==> config.mk <==
export PLATFORM = sky130hd
export DESIGN_NAME = i2c_slave_write_bit
export DESIGN_NICKNAME = d
export VERILOG_FILES = /design/src/rtl/i2c_slave_write_bit.sv
export SDC_FILE = /design/constraint.sdc
export NUM_CORES = 1
export LEC_CHECK = 0
export ABC_CLOCK_PERIOD_IN_PS = 1960
export CAP_MARGIN = 15
export CORE_AREA = 3 3 40 42
export CTS_CLUSTER_SIZE = 8
export DETAILED_ROUTE_END_ITERATION = 8
export DIE_AREA = 0 0 43 45
export HOLD_SLACK_MARGIN = 0.02
export PLACE_DENSITY_LB_ADDON = 0.1
export SETUP_SLACK_MARGIN = 0.15
export SLEW_MARGIN = 30
export SYNTH_ARGS = -nofsm -noshare
export SYNTH_HDL_FRONTEND = slang
export SYNTH_SLANG_ARGS = --single-unit
==> constraint.sdc <==
create_clock -name clk -period 1.96 [get_ports clk]
set_clock_uncertainty 0.2 [all_clocks]
set_input_delay 0.294 -clock clk [delete_from_list [all_inputs] [get_ports clk]]
set_output_delay 0.294 -clock clk [all_outputs]
set_load 0.02 [all_outputs]
==> src/rtl/i2c_slave_write_bit.sv <==
// Drives one I2C data/ACK bit onto SDA aligned to SCL: SDA valid 1 clk after acceptance in SCL low, finish 1 clk after SCL falls.
// Requester holds bit_write_en until bit_write_finish; dropping it early aborts and releases SDA.
module i2c_slave_write_bit (
    input  logic clk,
    input  logic rst_n,
    input  logic bit_write_en,
    input  logic bit_write_i,
    output logic bit_write_finish,
    input  logic scl_i,
    output logic sda_o
);

    typedef enum logic [1:0] {
        IDLE      = 2'd0,
        WAIT_LOW  = 2'd1,
        WAIT_HIGH = 2'd2,
        WAIT_FALL = 2'd3
    } state_t;

    state_t state;
    state_t state_nxt;
    logic   scl_last;
    logic   bit_q;
    logic   bit_nxt;
    logic   sda_nxt;
    logic   finish_nxt;
    logic   scl_rise;
    logic   scl_fall;

    assign scl_rise = ~scl_last & scl_i;
    assign scl_fall = scl_last & ~scl_i;

    always_ff @(posedge clk or negedge rst_n) begin
        if (!rst_n) begin
            state            <= IDLE;
            scl_last         <= 1'b1;
            bit_q            <= 1'b1;
            sda_o            <= 1'b1;
            bit_write_finish <= 1'b0;
        end else begin
            state            <= state_nxt;
            scl_last         <= scl_i;
            bit_q            <= bit_nxt;
            sda_o            <= sda_nxt;
            bit_write_finish <= finish_nxt;
        end
    end

    always_comb begin
        state_nxt  = state;
        bit_nxt    = bit_q;
        sda_nxt    = sda_o;
        finish_nxt = 1'b0;
        case (state)
            IDLE: begin
                // SDA may only move while SCL is low; otherwise it would look like START/STOP.
                if (bit_write_en) begin
                    if (!scl_i) begin
                        bit_nxt   = bit_write_i;
                        sda_nxt   = bit_write_i;
                        state_nxt = WAIT_HIGH;
                    end else begin
                        state_nxt = WAIT_LOW;
                    end
                end
            end
            WAIT_LOW: begin
                if (!bit_write_en) begin
                    sda_nxt   = 1'b1;
                    state_nxt = IDLE;
                end else if (scl_fall) begin
                    bit_nxt   = bit_write_i;
                    sda_nxt   = bit_write_i;
                    state_nxt = WAIT_HIGH;
                end
            end
            WAIT_HIGH: begin
                sda_nxt = bit_q;
                if (!bit_write_en) begin
                    sda_nxt   = 1'b1;
                    state_nxt = IDLE;
                end else if (scl_rise) begin
                    state_nxt = WAIT_FALL;
                end
            end
            WAIT_FALL: begin
                // Bit stays on SDA after the fall as hold time until the next request or abort.
                sda_nxt = bit_q;
                if (!bit_write_en) begin
                    sda_nxt   = 1'b1;
                    state_nxt = IDLE;
                end else if (scl_fall) begin
                    finish_nxt = 1'b1;
                    state_nxt  = IDLE;
                end
            end
            default: begin
                sda_nxt   = 1'b1;
                state_nxt = IDLE;
            end
        endcase
    end

endmodule

Word-level counts from Yosys, hierarchy flattened

Index checks and enable logic that the tools add are counted.

Add/subtract/negate cells: 0
Multipliers: 0
Div/mod/pow operators: 0
$lt $le $gt $ge: 0
Equality and inequality tests: 10
Shift-type cells: 0
Multiplexer cells: 20
Bitwise gates (word level): 4
Reduce and logical (&&, ||, !) cells: 6

Operator list:

| operator                                            | number |
|---|---|
| two-way mux 2 bit                                   | 8 |
| two-way mux 1 bit                                   | 9 |
| inequality test 3 bit, second input constant        | 3 |
| inequality test 2 bit, second input constant        | 4 |
| one-hot mux 2 bit (4 select lines)                  | 1 |
| AND reduction 5 bit                                 | 1 |
| equality test 2 bit, second input constant          | 2 |
| AND reduction 4 bit                                 | 1 |
| one-hot mux 1 bit (3 select lines)                  | 1 |
| AND reduction 3 bit                                 | 1 |
| bitwise AND 1 bit                                   | 2 |
| equality test 2 x 1 -> 1 bit, second input constant | 1 |
| zero test 2 bit                                     | 1 |
| inverter 1 bit                                      | 2 |
| one-hot mux 1 bit (2 select lines)                  | 1 |
| nonzero test 2 bit                                  | 1 |
| OR reduction 2 bit                                  | 1 |

Register bits: 6
Bits in latches: 0
RAM bits: 0
Memory bits (read-only): 0
Input port bits: 5
Output and inout bits: 2
Word-level logic and storage cells: 45
Memories kept: 0

Logic depth before layout (Yosys ltp)

Depth in word-level cells: 5
Depth in mapped cells: 3

Least setup slack after synthesis

Ideal clock, no wire load.

Kind: reg-to-reg
Start: register scl_last
End: register bit_q
Library setup time: 85 ps
Arrival time: 1033 ps
Path slack: 642 ps
Stages on the path, launching flop included: 4
Path buffers: 0
Path through: dfstp_2 nor2b_2 nor4_2 mux2_1

Cells in the longest elaborated chain, start to end: 3

Ends and longest elaborated chain:

| item                                   | RTL line | source |
|---|---|---|
| from (decl)                            | 22       | `logic scl_last;` |
| from (signal assigned)                 | 42       | `scl_last <= scl_i;` |
| bitwise AND 1 bit                      | 31       | `assign scl_fall = scl_last & ~scl_i;` |
| inequality test 2 bit (no source line) | -        |  |
| AND reduction 5 bit (no source line)   | -        |  |
| to (signal assigned)                   | 43       | `bit_q <= bit_nxt;` |
| to (decl)                              | 23       | `logic bit_q;` |

Every way passes these cells.
A chain may end at the register's enable or synchronous reset.

Worst setup path in the final report

Start: register bit_write_finish
End: output bit_write_finish

RTL lines:

| item                   | RTL line | source |
|---|---|---|
| from (decl)            | 8        | `output logic bit_write_finish,` |
| from (signal assigned) | 45       | `bit_write_finish <= finish_nxt;` |

No word-level cell between the ends.

==> key figures <==
Cells and area
  • Post-layout net count: 41
  • Area of the multi-input gates: 120 sq um
  • Fin cells: 50
  • Post-route cell area: 382 sq um
  • Seq. cell area: 154 sq um
  • N_diodes: 0
  • Most common cell after layout, fill and taps aside: clkdlybuf4s50_1
  • Area growth, synth to finish: 37.4%
  • Fillers: 140
  • Layout cells sized above 1: about 29%
  • Post-layout util: 29.7%
  • Most frequent cells in the layout: clkdlybuf4s50_1, nor2_1, dfstp_2, dfrtp_1, clkbuf_4

Setup path
  • CP cell instances: clkdlybuf4s50_1
  • Critical path's slowest cell: clkdlybuf4s50_1
  • CP max FO: 1
  • Crit path kind: register to output port
  • CP Depth: 1
  • Origin of the worst setup path: bit_write_finish
  • Slowest stage delay, CP: 0.59 ns
  • Setup slack, reg-to-reg: about 0.56 ns
  • Critical Path End: bit_write_finish
  • Worst path bufs/invs: 1
  • Reg2Reg Depth: 2
  • Worst EP required: between 1 and 1.5 ns
  • Reg-to-reg startpoint: state[1]
  • Critical path arrival: about 1.2 ns
  • Critical Path Source Type: register
  • RR Endpoint: bit_q
  • CP top delay family: buffers and inverters
  • CP endpoint kind: output port

Run status
  • Status: finished clean

Die
  • Row count: 13
  • Die Width: 43 um
  • Initial Util: 21.6%
  • Die Y: 45 um
  • Area of the die: between 1500 and 2000 sq um
  • Core area: 1280 sq um
  • Num ports: 7

Global routing
  • Tot GR Track Use: 7.29%
  • Aggregate global routing overflow: 0
  • Vias in the first global route: 220
  • Initial antenna violation count: 0
  • First-pass GRT wire length: 924 um
  • Largest net degree at the start of global routing: 8

Power and ir drop
  • Peak supply drop: about 0.38 mV
  • Clk network pwr share: about two fifths
  • Switching power of the nets: 0.0813 mW
  • Total power: 0.327 mW
  • P_int: between 0.2 and 0.25 mW
  • Combinational share of power: 14.9%
  • Static Leak: 0.159 nW
  • Sw Ratio: 24.9%
  • Share of power burned in registers: 46.6%
  • Pwr Density: 857 nW/um^2

Placed design
  • Routability cong.: 0.765
  • DPL Wire Length: between 300 and 400 um
  • Pre-CTS worst setup slack: 0.142 ns
  • Post-DP Area: 357 sq um
  • Port Buffer Count: 6
  • Placed Cells: 46

Timing
  • Fin crit period: 1.65 ns
  • Relative slew margins: 81.1%
  • Final Max Tran Viols: 0
  • Hold_ws: slightly below 0.09 ns
  • # setup viols final: 0
  • Setup tns final: 0 ns
  • Max Clk Rate: 605 MHz
  • Final period util: 84.3%
  • Fin worst setup slack: 0.308 ns
  • Worst Max-Slew Pin Slew: 0.283 ns
  • Unrepaired setup endpoints after global routing: false
  • Final Hold Violating Endpoints: 0

Clocking
  • Clock sink count: 6
  • CTS tree: yes
  • Root buf cell: clkbuf_4
  • Hold-fix buffer count after cts: 0
  • Clock Pin Slew Worst Setup and Hold Paths: about 0.050 ns
  • Worst-Skew Late Latency: 0.25 ns
  • Clock Tree Buf Depth: 2
  • CTS buffer count: 3
  • H-tree depth: 1

Detailed routing
  • Final ANT Viol Nets: 0
  • Wire per inst: 10.7 um
  • DRT Wirelength: about 540 um
  • Detailed-router iteration count before antenna repair: 2
  • DR vias/cell: 4.14
  • Routed length on met2: between 200 and 250 um
  • DR vias: 207
  • DRT iter0 DRCs: 6
  • DR top layer: met3
  • M1 wire length: 262 um
  • Met3 WL: around 56 um
  • DRC Markers: 0

Logic synthesis
  • Synthesized area: 278 sq um
  • Leading area contributor after synthesis: dfstp_2
  • Ys Warns: 0
  • #FFs+latches synth: 6
  • Mapped Nets: 30
  • Cells after synthesis: 25
  • Syn avg cell area: 11.1 sq um
  • Synth top area cells: dfstp_2, dfrtp_1, nor2_1
  • Synth unique cells: 16
  • Sequential share of the synthesized area: roughly 55%
  • Synth top area share: 28.4%

Run
  • Max Cap Viol: 0

Worst hold path
  • Hold/Removal Path Class: input pin to async pin
power by group through the flow:
stage	clock network (mW)	logic, mW	registers [mW]
final	0.126	0.0488	0.152
after CTS	0.134	0.0498	0.153
after global routing	0.141	0.0532	0.155
after global placement	0	0.0523	0.154
after floorplan	0	0.0236	0.157
after detailed placement	0	0.0516	0.155
state kept, by name, indices dropped and copies added, names as in the netlist:
signal	count
bit_write_finish	1
bit_q	1
scl_last	1
state	2
sda_o	1
repair_timing:
item / in CTS / in global routing
endpoints found under the setup margin: 1 / 0
buffers inserted: 0 / 0
gates resized for setup: 1 / 0
hold endpoints to repair: 0 / 0
synthesized netlist by cell type:
library cell,number
nand3_1,1
nor2b_1,1
mux2_1,1
nand2_1,2
inv_2,1
nor2_1,4
nor3_1,2
a21oi_1,1
nand2b_1,1
nor2b_2,1
o211a_1,1
o311a_1,1
nor4_2,1
a211oi_2,1
dfrtp_1,3
dfstp_2,3
per-layer routing:
| metal | GRT usage [%] | up-vias |
|---|---|---|
| met2 | 10.2 | 9 |
| met1 | 7.62 | 90 |
| met3 | 7.57 | 0 |
| met5 | 0 | - |
| li1 | - | 108 |
| met4 | 1.81 | 0 |
worst min path at each step:
stage,end,slack (ns)
after global placement,sda_o,0.32
after floorplan,bit_write_finish,-0.20
final,bit_write_finish,0.09
after detailed placement,sda_o,0.32
after global routing,bit_write_finish,0.11
after CTS,bit_write_finish,0.1
cell families (layout without fill, tap and decap cells):
group	count (synthesis)	in the layout	share of synthesized area (%)
muxes	1	1	4.05
buffers and inverters	1	11	1.35
DFF	6	6	55.4
and+or+nand+nor	13	13	25.7
AOI/OAI and AO/OA	4	4	13.5
layout make-up:
cell class                 count  area share, %
sequential                     6           40.3
multi-input combinational     18           31.5
timing repair buffer           6           15.4
clock buffer                   4           6.89
tap                           15           4.92
inverter                       1          0.984
No activity file was read; power rests on OpenSTA's default activity.
